[config.mk]
export PLATFORM = sky130hd
export DESIGN_NAME = ecc_error_monitor
export DESIGN_NICKNAME = d
export VERILOG_FILES = /design/src/rtl/ecc_error_monitor.sv
export SDC_FILE = /design/constraint.sdc
export NUM_CORES = 1
export LEC_CHECK = 0
export ABC_AREA = 1
export BUFFER_PORTS_ARGS = -buffer_cell sky130_fd_sc_hd__buf_4
export CORE_UTILIZATION = 53
export CTS_BUF_LIST = sky130_fd_sc_hd__clkbuf_4 sky130_fd_sc_hd__clkbuf_8 sky130_fd_sc_hd__clkbuf_16
export DETAILED_ROUTE_END_ITERATION = 16
export GPL_ROUTABILITY_DRIVEN = 0
export PLACE_DENSITY = 0.84
export SYNTH_ARGS = -nofsm -noshare
export SYNTH_HDL_FRONTEND = slang
export SYNTH_SLANG_ARGS = --single-unit
[constraint.sdc]
create_clock -name clk -period 2.8 [get_ports clk]
set_input_delay 0.14 -clock clk [delete_from_list [all_inputs] [get_ports clk]]
set_output_delay 0.14 -clock clk [all_outputs]
set_load 0.01 [all_outputs]
[src/rtl/ecc_error_monitor.sv]
// ECC error monitor: one-deep register slice for decoded words, saturating
// corrected/uncorrectable counters, first-failure address capture and health FSM.
module ecc_error_monitor #(
  parameter int unsigned DATA_WIDTH = 8,
  parameter int unsigned ADDR_WIDTH = 10,
  parameter int unsigned CNT_WIDTH  = 8,
  parameter int unsigned THRESHOLD  = 16
) (
  input  logic                  clk,
  input  logic                  rst_n,
  input  logic                  in_valid,
  output logic                  in_ready,
  input  logic [DATA_WIDTH-1:0] in_data,
  input  logic [ADDR_WIDTH-1:0] in_addr,
  input  logic                  in_err_det,
  input  logic                  in_err_cor,
  output logic                  out_valid,
  input  logic                  out_ready,
  output logic [DATA_WIDTH-1:0] out_data,
  output logic                  out_uncor,
  input  logic                  clr,
  output logic [CNT_WIDTH-1:0]  cor_cnt,
  output logic [CNT_WIDTH-1:0]  uncor_cnt,
  output logic [ADDR_WIDTH-1:0] fail_addr,
  output logic                  fail_addr_vld,
  output logic [1:0]            state,
  output logic                  irq
);

  typedef enum logic [1:0] {
    NORMAL = 2'b00,
    ALERT  = 2'b01,
    FATAL  = 2'b10
  } state_t;

  localparam logic [CNT_WIDTH-1:0] CNT_MAX = '1;
  localparam logic [CNT_WIDTH-1:0] THR     = CNT_WIDTH'(THRESHOLD);

  state_t                  st, st_nx;
  logic                    accept, is_cor, is_uncor;
  logic [CNT_WIDTH-1:0]    cor_nx, uncor_nx;
  logic [ADDR_WIDTH-1:0]   fa_nx;
  logic                    fv_nx;

  assign in_ready = !out_valid || out_ready;
  assign accept   = in_valid && in_ready;
  assign is_cor   = in_err_cor;
  assign is_uncor = in_err_det && !in_err_cor;
  assign state    = st;

  // clr selects zeroed bases first so a beat in the same cycle lands on top of them
  always_comb begin
    cor_nx   = clr ? '0 : cor_cnt;
    uncor_nx = clr ? '0 : uncor_cnt;
    fa_nx    = clr ? '0 : fail_addr;
    fv_nx    = clr ? 1'b0 : fail_addr_vld;
    st_nx    = clr ? NORMAL : st;
    if (accept && is_cor && cor_nx != CNT_MAX)
      cor_nx = cor_nx + 1'b1;
    if (accept && is_uncor) begin
      if (uncor_nx != CNT_MAX)
        uncor_nx = uncor_nx + 1'b1;
      if (!fv_nx) begin
        fa_nx = in_addr;
        fv_nx = 1'b1;
      end
      st_nx = FATAL;
    end else if (st_nx == NORMAL && cor_nx >= THR) begin
      st_nx = ALERT;
    end
  end

  always_ff @(posedge clk) begin
    if (!rst_n) begin
      out_valid <= 1'b0;
      out_data  <= '0;
      out_uncor <= 1'b0;
    end else if (accept) begin
      out_valid <= 1'b1;
      out_data  <= in_data;
      out_uncor <= is_uncor;
    end else if (out_ready) begin
      out_valid <= 1'b0;
    end
  end

  always_ff @(posedge clk) begin
    if (!rst_n) begin
      cor_cnt       <= '0;
      uncor_cnt     <= '0;
      fail_addr     <= '0;
      fail_addr_vld <= 1'b0;
      st            <= NORMAL;
      irq           <= 1'b0;
    end else begin
      cor_cnt       <= cor_nx;
      uncor_cnt     <= uncor_nx;
      fail_addr     <= fa_nx;
      fail_addr_vld <= fv_nx;
      st            <= st_nx;
      irq           <= (st_nx != NORMAL);
    end
  end

endmodule

==> results.ini <==
[outcome]
outcome = complete, no violations

[detailed_routing]
vias = 1808
avgViaCountPerCell = 4.900
drt-total-wl_um = 4137
antenna_left = 0
drt-initial-drc-count = 109
detail_route.first_pass.iterations = 4
drc_errors = 0
wl_per_cell_um = 11.21

[timing]
slew-limit-headroom_pct = 75.66
finalMaxSlewViolations = 0
hold_violations = 0
rsz0062_at_grt = false
worst_slack_ps = 950.7
setup-tns-final_ps = 0
worst_slew_pin_slew_ps = 364.2
finalSetupViolCount = 0
min_period_ps = 1849
period_share_pct = 66.05
skew_ps = 2.948
fmax_mhz = 540.7

[clocking]
cts_buffers = 5
post_cts_resized = 0
cts.reportedPaths.clkPinSlew_ps = 120
cts_tree = yes
htree_levels = 2
post_cts_buffers = 0
clock_path_buffers = 2
cts_sinks = 40
root_buffer = clkbuf_4
clk_latency_ps = 360
ctsHoldBuffers = 0

[critical_path]
worstPathMaxFanout = 12
start_kind = flip-flop
crit_required_ps = 3070
cp-end-kind = flip-flop
crit_arrival_ps = 2120
worst-setup-path-type = flip-flop to flip-flop

[worst_hold_path]
holdCritPathClass = primary input to flip-flop

[floorplan]
die-area_um2 = 3830
rows = 21
core_area_um2 = 3390
die_y_um = 61.89
initial_core_util_pct = 56.07
ioPinCount = 66
die_w_um = 61.89

[pwr]
leakage_nw = 1.227
ir_worst_vdd_v = 0.0004141
total_power_mw = 1.152
powerDensity_nw_per_um2 = 464.6

[finish]
most-common-layout-cells = 66 x buf_4, 45 x nand2_1, 40 x nor2_1, 40 x dfxtp_1, 27 x o21ai_0
final_common_cell = buf_4
syn_to_final_growth_pct = 30.41
diodes = 0
post-route-cell-area_um2 = 2479
fill_cells = 308
fin_nets = 349
drive_above_1_share_pct = 31.89

[placed_design]
placed_area_um2 = 2389
port_buffers = 65
dp_hpwl_um = 3044
place_ws_ps = 847.3

[job]
drv_cap = 0

[logic_synthesis]
synth-seq-area-share_pct = 42.13
synth_area_per_cell_um2 = 7.367
ys_warn_count = 0
syn_nets = 285
synth_cells = 258
ys_ff_latch = 40
mappedNetlistArea_um2 = 1901
synth.distinct_cells = 32

[grt]
met1_usage_pct = 28.06
grt_pass1_wl_um = 6817
gr-total-overflow = 0
top_usage_layer = met2
grt_max_degree = 31
use_met3_pct = 8.489
antenna_found_initial = 0
grt_pass1_vias = 1638
gr-usage-met2_pct = 43.01
track_usage_pct = 24.53

## where the power goes
| group | switching [mW] | internal, mW | total [mW] |
|---|---|---|---|
| sequential | 0.0112 | 0.589 | 0.600 |
| clock | 0.197 | 0.214 | 0.410 |
| combinational | 0.0753 | 0.0654 | 0.141 |
| total | 0.283 | 0.868 | 1.15 |
## cell usage after synthesis
| cell type | instances | area (um2) |
|---|---|---|
| clkbuf_1 | 4 | 15.01 |
| nor2_8 | 1 | 20.02 |
| nand4_1 | 3 | 18.77 |
| inv_2 | 6 | 22.52 |
| o21ai_0 | 27 | 135.1 |
| nand2_4 | 2 | 22.52 |
| buf_8 | 2 | 30.03 |
| o21ai_2 | 1 | 8.760 |
| buf_1 | 1 | 3.750 |
| o21a_1 | 1 | 7.510 |
| inv_1 | 24 | 90.09 |
| buf_6 | 1 | 11.26 |
| nand3_4 | 1 | 17.52 |
| clkinv_1 | 1 | 3.750 |
| a21oi_2 | 1 | 8.760 |
| nand2_2 | 9 | 56.30 |
| nor2_4 | 2 | 22.52 |
| o21ai_1 | 2 | 10.01 |
| xor2_1 | 4 | 35.03 |
| nand2_1 | 45 | 168.9 |
| a31oi_1 | 1 | 6.260 |
| nor3_2 | 2 | 20.02 |
| nor4_2 | 1 | 12.51 |
| nor2_2 | 2 | 12.51 |
| nand3_2 | 1 | 10.01 |
| nand3_1 | 7 | 35.03 |
| nor2_1 | 40 | 150.1 |
| dfxtp_1 | 40 | 800.8 |
| buf_2 | 1 | 5.000 |
| a21oi_1 | 21 | 105.1 |
| nor3_1 | 2 | 10.01 |
| ha_1 | 2 | 25.02 |
## logic make-up (layout without fill, tap and decap cells)
group,after synthesis,count (layout),share of synthesized area (%)
adder cells (fa/ha/maj),2,2,1.316
flip-flops,40,40,42.13
AND/OR/NAND/NOR,118,118,30.35
AO/OA/AOI/OAI,54,54,14.81
XOR/XNOR,4,4,1.843
buffers and inverters,40,105,9.545
## routing by layer
metal  part of all wire (%)  up-vias
met5                      0        -
met4                    1.3        0
met3                    6.1        7
met2                     48       50
met1                     44      806
li1                       -      945
## stage by stage
step           hold slack (ps)  std cells  util (%)
2_1_floorplan            306.7        258         -
3_3_place_gp             392.4        361     70.47
3_5_place_dp             399.1        361     70.47
4_1_cts                  16.67        369     73.13
5_1_grt                  33.00        369     73.13
6_report                 23.05        369     73.13
## worst max-delay path, stage by stage (launching register included)
cell     delay [ps]
dfxtp_1         390
nand2_4          90
inv_1            70
ha_1            170
nand2_2          70
nor2_4          160
nand2_2          80
nand2_4         130
inv_2            70
nand2_1          80
nand2_1          50
nor2_1           90
nand2_1          60
nand2_1          50
nand2_1          60
nand2_1          70
nand2_1          50
## state kept, by name (all words and copies together), names as in the netlist, 2 cells and up
| signal | count |
|---|---|
| cor_cnt | 8 |
| out_data | 8 |
| uncor_cnt | 8 |
| state | 2 |
| fail_addr | 10 |
## path summary, 6_finish.rpt
kind / startpoint / end / slack, ps / cells past startpoint
setup / recovery: cor_cnt[1]$_SDFF_PN0_ / irq$_SDFF_PN0_ / 950 / 16
hold / removal: in_data[2] / out_data[2]$_SDFFE_PN0N_ / 20 / 3
setup reg to reg: cor_cnt[1]$_SDFF_PN0_ / irq$_SDFF_PN0_ / 950 / 16
hold reg to reg: out_uncor$_SDFFE_PN0N_ / out_uncor$_SDFFE_PN0N_ / 470 / 2
## layout make-up
type | instances | area (um2) | area share, %
Sequential cell | 40 | 800.8 | 32.31
Multi-Input combinational cell | 178 | 918.4 | 37.05
Clock inverter | 2 | 38.79 | 1.565
Clock buffer | 6 | 51.30 | 2.070
Timing Repair Buffer | 66 | 495.5 | 19.99
Tap cell | 46 | 57.56 | 2.322
Inverter | 31 | 116.4 | 4.695
(Power assumes the default switching activity.)
